File: src/rtl/ifu_pkg.sv
`default_nettype none
// ==== ifu_pkg -- shared types and defaults for the instruction fetch unit (rev 1.0) ====
package ifu_pkg;

  localparam logic [31:0] IFU_RESET_PC = 32'h0001_0100;
  localparam int          IFU_FB_DEPTH = 4;

  typedef enum logic [1:0] {
    ST_IDLE = 2'd0,
    ST_REQ  = 2'd1,
    ST_WAIT = 2'd2,
    ST_DROP = 2'd3
  } ifu_state_e;

  typedef struct packed {
    logic [63:0] data;
    logic [31:0] pc;
    logic        start_hi;
  } fb_entry_t;

endpackage
`default_nettype wire

File: src/rtl/ifu_fetch_buf.sv
`default_nettype none
// ==== ifu_fetch_buf -- 64-bit fetch FIFO with per-entry low/high word sequencing (rev 1.0) ====
module ifu_fetch_buf
  import ifu_pkg::*;
#(
  parameter int DEPTH = IFU_FB_DEPTH
) (
  input  logic        clk,
  input  logic        resetn,
  input  logic        flush,
  input  logic        push,
  input  fb_entry_t   push_entry,
  input  logic        ready,
  output logic        valid,
  output logic [31:0] inst,
  output logic [31:0] pc,
  output logic        pop,
  output logic        full,
  output logic        afull
);

  localparam int                PTR_W    = $clog2(DEPTH);
  localparam int                CNT_W    = PTR_W + 1;
  localparam logic [CNT_W-1:0]  CNT_FULL = CNT_W'(DEPTH);
  localparam logic [CNT_W-1:0]  CNT_ONE  = CNT_W'(1);
  localparam logic [PTR_W-1:0]  PTR_ONE  = PTR_W'(1);

  fb_entry_t        mem [DEPTH];
  fb_entry_t        head;
  logic [PTR_W-1:0] wr_ptr;
  logic [PTR_W-1:0] rd_ptr;
  logic [CNT_W-1:0] count;
  logic             lo_done;
  logic             half;
  logic             xfer;

  assign head  = mem[rd_ptr];
  assign valid = (count != '0);
  // Entries fetched from an odd-word redirect target begin on their high word.
  assign half  = head.start_hi | lo_done;
  assign xfer  = valid & ready;
  assign pop   = xfer & half;
  assign full  = (count == CNT_FULL);
  assign afull = (count == (CNT_FULL - CNT_ONE));

  assign inst = valid ? (half ? head.data[63:32] : head.data[31:0]) : 32'd0;
  assign pc   = valid ? (head.pc + {29'd0, half, 2'b00}) : 32'd0;

  always_ff @(posedge clk or negedge resetn) begin
    if (!resetn) begin
      wr_ptr  <= '0;
      rd_ptr  <= '0;
      count   <= '0;
      lo_done <= 1'b0;
    end else if (flush) begin
      wr_ptr  <= '0;
      rd_ptr  <= '0;
      count   <= '0;
      lo_done <= 1'b0;
    end else begin
      if (push) wr_ptr <= wr_ptr + PTR_ONE;
      if (pop)  rd_ptr <= rd_ptr + PTR_ONE;
      if (xfer) lo_done <= ~half;
      case ({push, pop})
        2'b10:   count <= count + CNT_ONE;
        2'b01:   count <= count - CNT_ONE;
        default: count <= count;
      endcase
    end
  end

  always_ff @(posedge clk) begin
    if (push && !flush) mem[wr_ptr] <= push_entry;
  end

endmodule
`default_nettype wire

File: src/rtl/ifu_fetch.sv
`default_nettype none
// ==== ifu_fetch -- fetch FSM and PC sequencing into a 64-bit fetch buffer (rev 1.0) ====
// Optional macro IFU_FETCH_PERF_EN adds saturating request/drop performance counters.
module ifu_fetch
  import ifu_pkg::*;
#(
  parameter logic [31:0] RESET_PC = IFU_RESET_PC,
  parameter int          FB_DEPTH = IFU_FB_DEPTH
) (
  input  logic        clk,
  input  logic        resetn,
  input  logic        exu_ifu_redirect_valid,
  input  logic [31:0] exu_ifu_redirect_pc,
  output logic        ifu_icu_req_ic1,
  output logic [28:0] ifu_icu_addr_ic1,
  input  logic        icu_ifu_ack_ic1,
  input  logic        icu_ifu_data_valid_ic2,
  input  logic [63:0] icu_ifu_data_ic2,
  output logic        ifu_de_valid,
  output logic [31:0] ifu_de_inst,
  output logic [31:0] ifu_de_pc,
`ifdef IFU_FETCH_PERF_EN
  output logic [31:0] ifu_perf_req_cnt,
  output logic [31:0] ifu_perf_drop_cnt,
`endif
  input  logic        de_ifu_ready
);

  ifu_state_e  state;
  ifu_state_e  state_nxt;
  logic [31:2] fetch_pc;
  logic [31:2] fetch_pc_nxt;
  logic [31:2] blk_pc;
  logic [31:2] redir_pc;
  logic        redirect;
  logic        dv;
  logic        req_fire;
  logic        push;
  logic        fb_full;
  logic        fb_afull;
  logic        fb_pop;
  fb_entry_t   push_entry;
  logic        unused_redir_lo;

  assign redirect        = exu_ifu_redirect_valid;
  assign redir_pc        = exu_ifu_redirect_pc[31:2];
  assign unused_redir_lo = ^exu_ifu_redirect_pc[1:0];
  assign dv              = icu_ifu_data_valid_ic2;
  assign req_fire        = (state == ST_REQ) && icu_ifu_ack_ic1;

  assign ifu_icu_req_ic1  = (state == ST_REQ);
  assign ifu_icu_addr_ic1 = ifu_icu_req_ic1 ? fetch_pc[31:3] : 29'd0;

  always_comb begin
    state_nxt    = state;
    fetch_pc_nxt = fetch_pc;
    push         = 1'b0;
    case (state)
      ST_IDLE: begin
        if (redirect) begin
          fetch_pc_nxt = redir_pc;
          state_nxt    = ST_REQ;
        end else if (!fb_full) begin
          state_nxt = ST_REQ;
        end
      end
      ST_REQ: begin
        if (redirect) begin
          fetch_pc_nxt = redir_pc;
          // An ack in the redirect cycle leaves stale data in flight.
          if (icu_ifu_ack_ic1) state_nxt = ST_DROP;
        end else if (icu_ifu_ack_ic1) begin
          fetch_pc_nxt = {fetch_pc[31:3] + 29'd1, 1'b0};
          state_nxt    = ST_WAIT;
        end
      end
      ST_WAIT: begin
        if (redirect) begin
          fetch_pc_nxt = redir_pc;
          state_nxt    = dv ? ST_REQ : ST_DROP;
        end else if (dv) begin
          push      = 1'b1;
          state_nxt = (fb_afull && !fb_pop) ? ST_IDLE : ST_REQ;
        end
      end
      ST_DROP: begin
        if (redirect) fetch_pc_nxt = redir_pc;
        if (dv)       state_nxt    = ST_REQ;
      end
      default: state_nxt = ST_IDLE;
    endcase
  end

  always_ff @(posedge clk or negedge resetn) begin
    if (!resetn) begin
      state    <= ST_IDLE;
      fetch_pc <= RESET_PC[31:2];
      blk_pc   <= '0;
    end else begin
      state    <= state_nxt;
      fetch_pc <= fetch_pc_nxt;
      if (req_fire && !redirect) blk_pc <= fetch_pc;
    end
  end

  assign push_entry.data     = icu_ifu_data_ic2;
  assign push_entry.pc       = {blk_pc[31:3], 3'b000};
  assign push_entry.start_hi = blk_pc[2];

  ifu_fetch_buf #(
    .DEPTH (FB_DEPTH)
  ) u_buf (
    .clk        (clk),
    .resetn     (resetn),
    .flush      (redirect),
    .push       (push),
    .push_entry (push_entry),
    .ready      (de_ifu_ready),
    .valid      (ifu_de_valid),
    .inst       (ifu_de_inst),
    .pc         (ifu_de_pc),
    .pop        (fb_pop),
    .full       (fb_full),
    .afull      (fb_afull)
  );

`ifdef IFU_FETCH_PERF_EN
  logic drop_evt;
  assign drop_evt = dv && ((state == ST_DROP) || ((state == ST_WAIT) && redirect));

  always_ff @(posedge clk or negedge resetn) begin
    if (!resetn) begin
      ifu_perf_req_cnt  <= '0;
      ifu_perf_drop_cnt <= '0;
    end else begin
      if (req_fire && (ifu_perf_req_cnt != 32'hFFFF_FFFF))
        ifu_perf_req_cnt <= ifu_perf_req_cnt + 32'd1;
      if (drop_evt && (ifu_perf_drop_cnt != 32'hFFFF_FFFF))
        ifu_perf_drop_cnt <= ifu_perf_drop_cnt + 32'd1;
    end
  end
`else
  // Counters are not built in this configuration.
`endif

endmodule
`default_nettype wire

File: config.mk
export PLATFORM = sky130hd
export DESIGN_NAME = ifu_fetch
export DESIGN_NICKNAME = d
export VERILOG_FILES = /design/src/rtl/ifu_pkg.sv /design/src/rtl/ifu_fetch_buf.sv /design/src/rtl/ifu_fetch.sv
export SDC_FILE = /design/constraint.sdc
export NUM_CORES = 1
export LEC_CHECK = 0
export ABC_AREA = 1
export CAP_MARGIN = 20
export CORE_MARGIN = 3
export CORE_UTILIZATION = 35
export DETAILED_ROUTE_END_ITERATION = 10
export SYNTH_ARGS = -nofsm -noshare
export SYNTH_HDL_FRONTEND = slang
export SYNTH_SLANG_ARGS = --single-unit
File: constraint.sdc
create_clock -name clk -period 11.1 [get_ports clk]
set_clock_uncertainty 0.05 [all_clocks]
set_input_delay 2.22 -clock clk [delete_from_list [all_inputs] [get_ports clk]]
set_output_delay 2.22 -clock clk [all_outputs]
set_load 0.02 [all_outputs]
* Word level (Yosys, flattened, before mapping)
Memories as Yosys holds them, arrays and structs flattened.
Cells that the tools add are included.
** Storage, ports and cells
- Register bits :: 70
- Memory bits (writable) :: 376
- Word-level logic and storage cells :: 78
- Memories :: 1
** Operators by class
- Add/subtract/negate cells :: 6
- Equal/unequal tests :: 13
- Multiplexer cells :: 32
- Bitwise operators :: 4
- Reductions and logical operators :: 15
** Memory list
- u_buf.mem :: depth 4, width 94, read ports 1, clocked after memory_dff 0, wr ports 1, line ifu_fetch_buf.sv:28 : fb_entry_t mem [DEPTH];
** Operators by type and width (count)
- two-way mux 32 bit :: 3
- two-way mux 30 bit :: 3
- case mux 30 bit (2 select lines) :: 1
- adder 32 x 3 -> 32 bit :: 1
- adder 29 x 1 -> 29 bit (second input constant) :: 1
- two-way mux 29 bit :: 1
- two-way mux 2 bit :: 13
- two-way mux 1 bit :: 8
- case mux 2 bit (4 select lines) :: 1
- equality test 2 bit (second input constant) :: 3
- inequality test 3 bit (second input constant) :: 2
- case mux 3 bit (2 select lines) :: 1
- nonzero test 2 bit :: 3
- nonzero test 3 bit :: 2
- adder 2 x 1 -> 2 bit (second input constant) :: 2
- equality test 2 x 1 -> 1 bit (second input constant) :: 2
- logical AND 1 bit :: 4
- inequality test 2 x 1 -> 1 bit (second input constant) :: 2
- AND reduction 4 bit :: 1
- adder 3 x 1 -> 3 bit (second input constant) :: 1
- equality test 3 x 2 -> 1 bit (second input constant) :: 1
- equality test 3 bit (second input constant) :: 1
- two-way mux 3 bit :: 1
- inequality test 3 x 2 -> 1 bit (second input constant) :: 1
- 9 further kinds :: 11

* Depth between registers and ports, before layout
Gate-level depths: netlist of the first run.
- Depth after elaboration :: 9
- Mapped depth :: 16
- Depth with buffers taken out :: 14

* By module
Synthesis of the first run repeated with hierarchy kept, for this count alone.
** Unflattened totals
- Cell total of the unflattened synthesis :: 2156
- Area total of the unflattened synthesis :: 20943.8 um^2
** Modules (own cells, without submodules)
- ifu_fetch_buf :: instances 1, cells an instance 1613, area each 17186.5 um^2, sequential area each 11851.4 um^2
- ifu_fetch :: instances 1, cells an instance 543, area each 3757.4 um^2, sequential area each 1554.0 um^2

* Least setup slack after synthesis of the first run
Ideal clock, no wire load.
- Kind :: input to register
- Start point :: in exu_ifu_redirect_valid
- End point :: mem u_buf.mem[0][0] (netlist name), enable pin
- Arrival :: 6641 ps
- Required time :: 10502 ps
- Slack :: 3861 ps
- Cell stages on the path :: 4
- Cells stage by stage :: buf_2 > inv_2 > nand3_1 > nor2_1
** Between the ends
- Longest elaborated chain between the ends :: 5
** Ends and longest elaborated chain
- from (decl) :: line ifu_fetch.sv:12 : input logic exu_ifu_redirect_valid,
- two-way mux 1 bit :: line ifu_fetch.sv:78 : if (redirect) begin
- two-way mux 1 bit :: line ifu_fetch.sv:58 : case (state)
- logical AND 1 bit (*) :: line ifu_fetch_buf.sv:73 : if (push && !flush) mem[wr_ptr] <= push_entry;
- two-way mux 1 bit (*) :: line ifu_fetch_buf.sv:73
- two-way mux 1 bit (implied by the code) (*) :: line ifu_fetch_buf.sv:73
- to (decl) :: line ifu_fetch_buf.sv:28
Every way passes the cells marked *; elsewhere a longest branch is shown, timed or not.

* Worst setup path after layout of the first run
- Start point :: reg u_buf.rd_ptr[1]
- End point :: out ifu_de_inst[0]
** Between the ends
- Longest elaborated chain between the ends :: 4
** Ends and longest elaborated chain
- from (decl) :: line ifu_fetch_buf.sv:31 : logic [PTR_W-1:0] rd_ptr;
- from (signal assigned) :: line ifu_fetch_buf.sv:62 : if (pop) rd_ptr <= rd_ptr + PTR_ONE;
- memory (4 x 94 bit) (*)
- OR 1 bit :: line ifu_fetch_buf.sv:40 : assign half = head.start_hi | lo_done;
- two-way mux 32 bit (*) (2 in series) :: line ifu_fetch_buf.sv:46 : assign inst = valid ? (half ? head.data[63:32] : head.data[31:0]) : 32'd0;
- to (decl) :: line ifu_fetch.sv:20 : output logic [31:0] ifu_de_inst,
Marks and branches as above.

==> results of run 1 <==
-- worst max-delay path: stages (launching register included) --
cell and delay (ns):
sky130_fd_sc_hd__dfrtp_4 0.93, sky130_fd_sc_hd__clkinv_2 0.97, sky130_fd_sc_hd__nand3_2 0.35, sky130_fd_sc_hd__nand2_4 0.09, sky130_fd_sc_hd__nand2_8 0.30, sky130_fd_sc_hd__inv_8 0.21
sky130_fd_sc_hd__a21oi_1 0.19, sky130_fd_sc_hd__nor3_1 0.06, sky130_fd_sc_hd__clkdlybuf4s50_1 0.63
-- registers in the layout, summed over array words and instances (netlist names) --
name,count
blk_pc,30
fetch_pc,30
state,2
u_buf.count,3
u_buf.lo_done,1
u_buf.mem,376
u_buf.rd_ptr,2
u_buf.wr_ptr,2
-- routing by layer --
metal	track usage, %	vias up	share of wire (%)
li1	-	6342	-
met3	3.65	83	6.0
met5	0	-	0.050
met2	28.3	359	47
met4	4.43	4	2.1
met1	22.8	6272	45
-- power breakdown --
part	leakage, nW	internal (mW)	switching [mW]
Clock	0.741	0.912	0.622
Combinational	3.52	0.719	1.23
Sequential	4.24	2.00	0.163
-- layout make-up --
class,count,area [um2]
Fill cell,4947,30700
Inverter,85,333
Antenna cell,4,10.0
Timing Repair Buffer,214,2120
Clock inverter,17,158
Sequential cell,446,13100
Multi-Input combinational cell,1118,5300
Tap cell,696,871
Clock buffer,69,1350
-- worst paths after layout --
kind / from / endpoint
setup / recovery: u_buf.rd_ptr[1]$_DFFE_PN0P_ / ifu_de_inst[0]
hold / removal: blk_pc[13]$_DFFE_PN0P_ / u_buf.mem[1][11]$_DFFE_PP_
setup reg to reg: u_buf.rd_ptr[1]$_DFFE_PN0P_ / u_buf.count[2]$_DFFE_PN0P_
hold reg to reg: blk_pc[13]$_DFFE_PN0P_ / u_buf.mem[1][11]$_DFFE_PP_
max in group asynchronous: resetn / u_buf.rd_ptr[0]$_DFFE_PN0P_
min in group asynchronous: resetn / fetch_pc[3]$_DFFE_PN0P_
-- cells by family (layout without fill, tap and decap cells) --
| kind of cell | Yosys count | in the layout | synth area share [%] |
|---|---|---|---|
| and+or+nand+nor | 861 | 861 | 19.6 |
| DFF | 446 | 446 | 68.2 |
| AOI/OAI and AO/OA | 242 | 242 | 7.03 |
| buffers and inverters | 184 | 385 | 4.33 |
| adders and majority gates | 10 | 10 | 0.693 |
| xor gates and xnor gates | 3 | 3 | 0.137 |
| other | 1 | 6 | 0.0196 |
-- layout by cell type (no fill, tap or decap), types with 10 or more instances in the layout --
cell                              instances
sky130_fd_sc_hd__dfrtp_1                 66
sky130_fd_sc_hd__nand2_1                447
sky130_fd_sc_hd__o21ai_0                115
sky130_fd_sc_hd__a21oi_2                 29
sky130_fd_sc_hd__nor2_1                 170
sky130_fd_sc_hd__clkinv_2                10
sky130_fd_sc_hd__nor3_2                  29
sky130_fd_sc_hd__buf_4                   20
sky130_fd_sc_hd__inv_1                   79
sky130_fd_sc_hd__clkdlybuf4s50_1        191
sky130_fd_sc_hd__edfxtp_1               376
sky130_fd_sc_hd__a21oi_1                 77
sky130_fd_sc_hd__clkbuf_1                16
sky130_fd_sc_hd__nand3_1                174
sky130_fd_sc_hd__clkbuf_16               50
==> impl_metrics.json, run 1 <==
{
  "layout-drive-gt1-share_pct": 9.34,
  "global_route.usage.total_pct": 17.0,
  "route.detailed.vias_per_inst": 4.93,
  "worst-slew-pin-transition_ns": 1.02,
  "numPortBuffers": 192,
  "finalCritPeriodShare_pct": 60.2,
  "worstSetupStartpointType": "flip-flop",
  "numClockSinks": 446,
  "largest_net_degree_at_the_start_of_global_routing": 112,
  "timing.critical_path.arrival_ns": 4.41,
  "post_synth_instance_area_um2": 19100,
  "outcome": "completed",
  "synth_enable_flop_cells": 376,
  "core-area_um2": 53900,
  "die_h_um": 240,
  "drt-pass1-iter-count": 5,
  "synth.area.top_cells": "sky130_fd_sc_hd__edfxtp_1 (59%), sky130_fd_sc_hd__dfrtp_1 (8.9%), sky130_fd_sc_hd__nand2_1 (8.8%)",
  "htree_levels": 2,
  "reg2reg_setup_slack_ns": 7.35,
  "cts_root_buffer": "sky130_fd_sc_hd__clkbuf_16",
  "finalNetCount": 2023,
  "final_area_um2": 23200,
  "initial_antenna_violation_count": 4,
  "min_path_cells": 0,
  "post_cts_resized": 0,
  "count_of_placed_standard_cells_including_taps": 2558,
  "place_area_um2": 21700,
  "cts.clk_slew.worst_paths_ns": 0.06,
  "cellPowerDensity_nw_per_um2": 243,
  "clock_tree_from_tritoncts": "yes",
  "setup_tns_ns": 0,
  "initial_utilization_pct": 35.5,
  "cts-root-to-sink-buffers": 3,
  "finalWeightedCongestion": 0.883,
  "finalWorstPathRequiredPeriod_ns": 6.68,
  "drt-wirelength-per-cell_um": 18.7,
  "rows": 85,
  "area.growth.synth_to_final_pct": 21.2,
  "via_count": 13100,
  "finalWirelength_um": 49600,
  "first_global_vias": 13000,
  "clock_latency_ns": 0.56,
  "dp_worst_setup_slack_ns": 4.83,
  "worst_setup_path_end_kind": "primary output",
  "wire_length_of_the_first_global_routing_pass_um": 75400,
  "timing_hold_violations_final": 0,
  "dpl.hpwl_um": 28900,
  "yosys.cell_count.top_type": "sky130_fd_sc_hd__nand2_1",
  "number_of_warning_messages_in_the_yosys_log": 0,
  "finalCoreUtilization_pct": 43.0,
  "finalNonFillerCells": 2649,
  "setup-violations-final": 0,
  "power.static_leakage_nw": 8.50,
  "fmaxAchievable_mhz": 150,
  "yosysSeqAreaShare_pct": 68.2,
  "postCtsSetupBuffers": 0,
  "cp.required_ns": 8.83,
  "maxSlewHeadroom_pct": 32.0,
  "post-route-drc-count": 0,
  "ff2ff_path_depth": 12,
  "synth.distinct_cells": 39,
  "ys_seq_elements": 446,
  "syn-mean-instance-area_um2": 11.0,
  "worstSetupPathType": "reg -> out",
  "global_route.overflow_total": 0,
  "ys_top_cells_by_count": "sky130_fd_sc_hd__nand2_1 (447), sky130_fd_sc_hd__edfxtp_1 (376), sky130_fd_sc_hd__nand3_1 (174), sky130_fd_sc_hd__nor2_1 (174), sky130_fd_sc_hd__o21ai_0 (115)",
  "synth_top_cell_area_share_pct": 59.0,
  "unrepaired_setup_endpoints_after_global_routing": "no",
  "ios": 197,
  "cts_buffers": 46,
  "die_area_um2": 57500,
  "async_reset_ff_share_pct": 15.7,
  "max_cap_viol_count": 0,
  "synth_top_flop_cell": "sky130_fd_sc_hd__edfxtp_1",
  "drt_iter0_drc": 878,
  "design_power_total_mw": 5.65,
  "drt.antenna.violating_nets": 0,
  "synthDominantAreaCellType": "sky130_fd_sc_hd__edfxtp_1",
  "hold_slack_ns": 0.467,
  "final-max-slew-violation-count": 0,
  "die_width_um": 240,
  "final.setup.worst_slack_ns": 4.42,
  "holdCritPathClass": "reg -> reg",
  "cts-hold-fix-buffers": 0,
  "netlist_instances": 1747,
  "ir_worst_vdd_uv": 156,
  "critical_path.max_fanout": 51
}
(Power assumes the default switching activity.)
==> inputs of run 2 (changes only) <==
clock period = 5.5 ns   (was 11.1 ns; I/O delays follow)
==> run 2 against run 1 <==
  * Utilization grew 0.14 points
  * Power grew 100%
  * Final cell count is essentially flat
  * Worst setup slack lost 3.6 ns
  * Routed wire length grew 0.36%
  * Combinational power grew 100%
  * Sequential cell count is the same
  * Largest cell class unchanged
  * Die area is the same
  * Register-to-register slack lost 4.7 ns
==> impl_metrics.json, run 2 (same netlist as run 1, synthesis figures left out) <==
{
  "p_sw_share_pct": 35.7,
  "setup-violations-final": 0,
  "finalNonFillerCells": 2651,
  "power.sequential.fraction_pct": 38.6,
  "maxSlewHeadroom_pct": 35.0,
  "cts_buffers": 48,
  "clock_tree_from_tritoncts": "yes",
  "startpoint": "u_buf.rd_ptr[0]$_DFFE_PN0P_",
  "drt-pass1-iter-count": 5,
  "finalCritPeriodShare_pct": 85.8,
  "global_route.usage.total_pct": 17.0,
  "numPortBuffers": 192,
  "drt.antenna.violating_nets": 0,
  "worst-slew-pin-transition_ns": 0.976,
  "reg2reg_setup_slack_ns": 2.67,
  "crit_end": "ifu_de_inst[0]",
  "dpl.hpwl_um": 29100,
  "ios": 197,
  "finalWirelength_um": 49700,
  "timing.critical_path.arrival_ns": 3.57,
  "first_global_vias": 12800,
  "numClockSinks": 446,
  "worstSetupPathType": "reg -> out",
  "post_cts_resized": 0,
  "rows": 85,
  "finalWeightedCongestion": 0.931,
  "crit-reg2reg-capture": "u_buf.count[2]$_DFFE_PN0P_",
  "mostFrequentLayoutCells": "sky130_fd_sc_hd__nand2_1 (447), sky130_fd_sc_hd__edfxtp_1 (376), sky130_fd_sc_hd__clkdlybuf4s50_1 (191)",
  "die_h_um": 240,
  "count_of_placed_standard_cells_including_taps": 2563,
  "power_frac_comb_pct": 34.6,
  "final.setup.worst_slack_ns": 0.780,
  "max_cap_viol_count": 0,
  "wire_length_of_the_first_global_routing_pass_um": 75200,
  "worstReg2RegStart": "u_buf.rd_ptr[0]$_DFFE_PN0P_",
  "initial_utilization_pct": 35.5,
  "unrepaired_setup_endpoints_after_global_routing": "no",
  "critical_path.max_fanout": 126,
  "die_area_um2": 57500,
  "global_route.overflow_total": 0,
  "ff2ff_path_depth": 13,
  "route.detailed.vias_per_inst": 4.97,
  "die_width_um": 240,
  "finalWorstPathRequiredPeriod_ns": 4.72,
  "holdCritPathClass": "reg -> reg",
  "cts_root_buffer": "sky130_fd_sc_hd__clkbuf_16",
  "max_reg_flops": 376,
  "area.growth.synth_to_final_pct": 21.6,
  "setup_tns_ns": 0,
  "cp.required_ns": 4.35,
  "drt-wirelength-per-cell_um": 18.8,
  "largest_register": "u_buf.mem",
  "final-max-slew-violation-count": 0,
  "ir_worst_vdd_uv": 248,
  "switching_power_mw": 4.05,
  "cts-root-to-sink-buffers": 3,
  "cell_internal_pwr_mw": 7.31,
  "worstSetupStartpointType": "flip-flop",
  "post-route-drc-count": 0,
  "drt_iter0_drc": 905,
  "power_frac_clock_pct": 26.8,
  "finalNetCount": 2031,
  "outcome": "completed",
  "core-area_um2": 53900,
  "postCtsSetupBuffers": 0,
  "largestRegisters": "u_buf.mem: 376 flops, blk_pc: 30 flops, fetch_pc: 30 flops",
  "final_common_cell": "sky130_fd_sc_hd__nand2_1",
  "power.static_leakage_nw": 8.53,
  "worst_setup_path_end_kind": "primary output",
  "cts.clk_slew.worst_paths_ns": 0.06,
  "htree_levels": 2,
  "fmaxAchievable_mhz": 212,
  "timing_hold_violations_final": 0,
  "dp_worst_setup_slack_ns": 1.36,
  "cellPowerDensity_nw_per_um2": 488,
  "clock_latency_ns": 0.56,
  "layout-drive-gt1-share_pct": 9.38,
  "cts-hold-fix-buffers": 0,
  "largest_net_degree_at_the_start_of_global_routing": 127,
  "initial_antenna_violation_count": 6,
  "via_count": 13200
}
[run 2: cell types whose count changed in the layout (fill, tap and decap cells not counted), sizes merged]
| cell | change |
|---|---|
| buf | +6 |
| diode | -1 |
| clkbuf | -3 |
[run 2: how the worst min path moves through the flow]
stage                                 startpoint                         end  slack, ns  cells after the start
after floorplan            blk_pc[2]$_DFFE_PN0P_   u_buf.mem[0][0]$_DFFE_PP_       0.43                      0
after global placement    blk_pc[29]$_DFFE_PN0P_  u_buf.mem[0][27]$_DFFE_PP_       0.44                      0
after detailed placement  blk_pc[24]$_DFFE_PN0P_  u_buf.mem[3][22]$_DFFE_PP_       0.45                      0
after CTS                 blk_pc[24]$_DFFE_PN0P_  u_buf.mem[1][22]$_DFFE_PP_       0.46                      0
after global routing      blk_pc[24]$_DFFE_PN0P_  u_buf.mem[1][22]$_DFFE_PP_       0.49                      0
final                     blk_pc[12]$_DFFE_PN0P_  u_buf.mem[2][10]$_DFFE_PP_       0.47                      0
[run 2: stage by stage]
| step | utilization [%] | hold slack (ns) | power, mW | area [um2] |
|---|---|---|---|---|
| after floorplan | - | 0.426 | 6.72 | 19100 |
| after global placement | 40.3 | 0.442 | 8.34 | 21700 |
| after detailed placement | 40.3 | 0.452 | 8.39 | 21700 |
| after CTS | 43.1 | 0.460 | 11.5 | 23200 |
| after global routing | 43.2 | 0.487 | 12.0 | 23300 |
| final | 43.2 | 0.467 | 11.4 | 23300 |
[run 2: routing by layer]
| metal | GRT usage [%] | vias to the layer above | routed length, um |
|---|---|---|---|
| met5 | 0 | - | 36 |
| met4 | 3.75 | 6 | 919 |
| met3 | 3.86 | 69 | 3130 |
| met2 | 28.3 | 367 | 23700 |
| met1 | 22.8 | 6388 | 22000 |
| li1 | - | 6355 | - |
[run 2: area by class of cell]
| class | count | area (um2) |
|---|---|---|
| Inverter | 85 | 333 |
| Multi-Input combinational cell | 1118 | 5300 |
| Timing Repair Buffer | 220 | 2230 |
| Clock buffer | 66 | 1320 |
| Clock inverter | 17 | 156 |
| Tap cell | 696 | 871 |
| Sequential cell | 446 | 13100 |
| Antenna cell | 3 | 7.51 |
| Fill cell | 5028 | 30600 |
[run 2: power by group through the flow]
stage          registers [mW]  logic, mW  clock network (mW)
2_1_floorplan            4.30       2.43                   0
3_3_place_gp             4.44       3.90                   0
3_5_place_dp             4.46       3.93                   0
4_1_cts                  4.39       3.95                3.12
5_1_grt                  4.43       4.29                3.24
6_report                 4.39       3.93                3.04
[run 2: worst max-delay path, stage by stage, from the launching register on]
cell and delay [ns]:
sky130_fd_sc_hd__dfrtp_4 0.63, sky130_fd_sc_hd__inv_6 0.44, sky130_fd_sc_hd__buf_12 0.46, sky130_fd_sc_hd__nand2_1 0.12
sky130_fd_sc_hd__nand3_1 0.10, sky130_fd_sc_hd__a21oi_1 0.11, sky130_fd_sc_hd__nor3_1 0.26, sky130_fd_sc_hd__clkdlybuf4s50_1 0.73
==> inputs of run 3 (changes only) <==
CAP_MARGIN = 10   (was 20)
==> run 3 against run 2 <==
  * Die area did not move
  * Worst hold slack got worse by 0.0084 ns
  * First-iteration DRC count fell by 2.1%
  * Critical path type unchanged
  * Largest cell class unchanged
==> impl_metrics.json, run 3 (same netlist as run 1, synthesis figures left out) <==
{
  "die_h_um": 240,
  "cts-root-to-sink-buffers": 3,
  "wire_length_of_the_first_global_routing_pass_um": 75200,
  "outcome": "completed",
  "worst_setup_path_end_kind": "primary output",
  "die_width_um": 240,
  "finalWeightedCongestion": 0.931,
  "setup-violations-final": 0,
  "global_route.overflow_total": 0,
  "finalNetCount": 2030,
  "via_count": 13100,
  "setup_tns_ns": 0,
  "largest_register": "u_buf.mem",
  "layout-drive-gt1-share_pct": 9.33,
  "finalWirelength_um": 49700,
  "dpl.hpwl_um": 29100,
  "critical_path.max_fanout": 126,
  "cts_buffers": 48,
  "finalCritPeriodShare_pct": 85.3,
  "holdCritPathClass": "reg -> reg",
  "largest_net_degree_at_the_start_of_global_routing": 127,
  "worst-slew-pin-transition_ns": 1.19,
  "area.growth.synth_to_final_pct": 21.5,
  "clock_latency_ns": 0.56,
  "global_route.usage.total_pct": 17.0,
  "initial_utilization_pct": 35.5,
  "drt-wirelength-per-cell_um": 18.7,
  "post-route-drc-count": 0,
  "drt_iter0_drc": 886,
  "timing_hold_violations_final": 0,
  "drt.antenna.violating_nets": 0,
  "route.detailed.vias_per_inst": 4.96,
  "p_sw_share_pct": 35.7,
  "power.sequential.fraction_pct": 38.6,
  "post_cts_resized": 0,
  "worstSetupPathType": "reg -> out",
  "die_area_um2": 57500,
  "initial_antenna_violation_count": 6,
  "final.fill_count": 5030,
  "power.static_leakage_nw": 8.52,
  "clock_tree_from_tritoncts": "yes",
  "largestRegisters": "u_buf.mem: 376 flops, blk_pc: 30 flops, fetch_pc: 30 flops",
  "cts_root_buffer": "sky130_fd_sc_hd__clkbuf_16",
  "finalNonFillerCells": 2650,
  "finalWorstPathRequiredPeriod_ns": 4.69,
  "rows": 85,
  "postCtsSetupBuffers": 0,
  "mostFrequentLayoutCells": "sky130_fd_sc_hd__nand2_1 (447), sky130_fd_sc_hd__edfxtp_1 (376), sky130_fd_sc_hd__clkdlybuf4s50_1 (191)",
  "first_global_vias": 12800,
  "timing.critical_path.arrival_ns": 3.54,
  "numPortBuffers": 192,
  "reg2reg_setup_slack_ns": 2.66,
  "fmaxAchievable_mhz": 213,
  "maxSlewHeadroom_pct": 20.9,
  "cell_internal_pwr_mw": 7.30,
  "max_reg_flops": 376,
  "count_of_placed_standard_cells_including_taps": 2563,
  "max_cap_viol_count": 0,
  "numClockSinks": 446,
  "cts-hold-fix-buffers": 0,
  "power_frac_comb_pct": 34.6,
  "ir_worst_vdd_uv": 248,
  "worstSetupStartpointType": "flip-flop",
  "cp.required_ns": 4.35,
  "final-max-slew-violation-count": 0,
  "cellPowerDensity_nw_per_um2": 488,
  "final_common_cell": "sky130_fd_sc_hd__nand2_1",
  "cts.clk_slew.worst_paths_ns": 0.06,
  "switching_power_mw": 4.06,
  "unrepaired_setup_endpoints_after_global_routing": "no",
  "ios": 197,
  "drt-pass1-iter-count": 6,
  "core-area_um2": 53900,
  "htree_levels": 2,
  "power_frac_clock_pct": 26.8
}
-- run 3: path summary, 6_finish.rpt --
kind / start / cells past startpoint / endpoint
setup / recovery: u_buf.rd_ptr[0]$_DFFE_PN0P_ / 7 / ifu_de_inst[0]
hold / removal: blk_pc[24]$_DFFE_PN0P_ / 0 / u_buf.mem[2][22]$_DFFE_PP_
setup reg to reg: u_buf.rd_ptr[0]$_DFFE_PN0P_ / 13 / u_buf.count[2]$_DFFE_PN0P_
hold reg to reg: blk_pc[24]$_DFFE_PN0P_ / 0 / u_buf.mem[2][22]$_DFFE_PP_
max in group asynchronous: resetn / 2 / u_buf.rd_ptr[1]$_DFFE_PN0P_
min in group asynchronous: resetn / 1 / fetch_pc[25]$_DFFE_PN0P_
-- run 3: area by class of cell --
class / count / area, um2 / area share [%]
repair buffers: 219 / 2210 / 9.52
multi-input cells: 1118 / 5300 / 22.8
well taps: 696 / 871 / 3.74
clock buffers: 66 / 1320 / 5.68
clock inverters: 17 / 156 / 0.672
diodes: 3 / 7.51 / 0.0323
flip-flops and latches: 446 / 13100 / 56.1
inverters: 85 / 333 / 1.43
-- run 3: critical path: stages (launching register included) --
cell and delay (ns):
sky130_fd_sc_hd__dfrtp_4 0.63, sky130_fd_sc_hd__inv_6 0.44, sky130_fd_sc_hd__buf_12 0.47, sky130_fd_sc_hd__nand2_1 0.12, sky130_fd_sc_hd__nand3_1 0.10, sky130_fd_sc_hd__a21oi_1 0.11, sky130_fd_sc_hd__nor3_1 0.24, sky130_fd_sc_hd__clkdlybuf4s50_1 0.71
-- run 3: routing by layer --
metal / GRT usage (%) / wire (um)
met1: 22.8 / 22000
met2: 28.3 / 23800
met3: 3.86 / 2960
met4: 3.75 / 910
met5: 0 / 36
-- run 3: through the flow --
step	hold slack, ns	setup WS (ns)	cell area (um2)	total power [mW]	utilization, %
finish	0.459	0.809	23300	11.4	43.1
global route	0.487	0.514	23200	12.0	43.1
CTS	0.460	0.735	23200	11.5	43.1
detailed placement	0.452	1.36	21700	8.39	40.3
global placement	0.442	1.36	21700	8.34	40.3
floorplan	0.426	-0.619	19100	6.72	-
-- run 3: power groups by stage --
stage                     logic [mW]  registers [mW]  clock network, mW
final                           3.93            4.39               3.04
after detailed placement        3.93            4.46                  0
after CTS                       3.95            4.39               3.12
after floorplan                 2.43            4.30                  0
after global routing            4.29            4.43               3.24
after global placement          3.90            4.44                  0
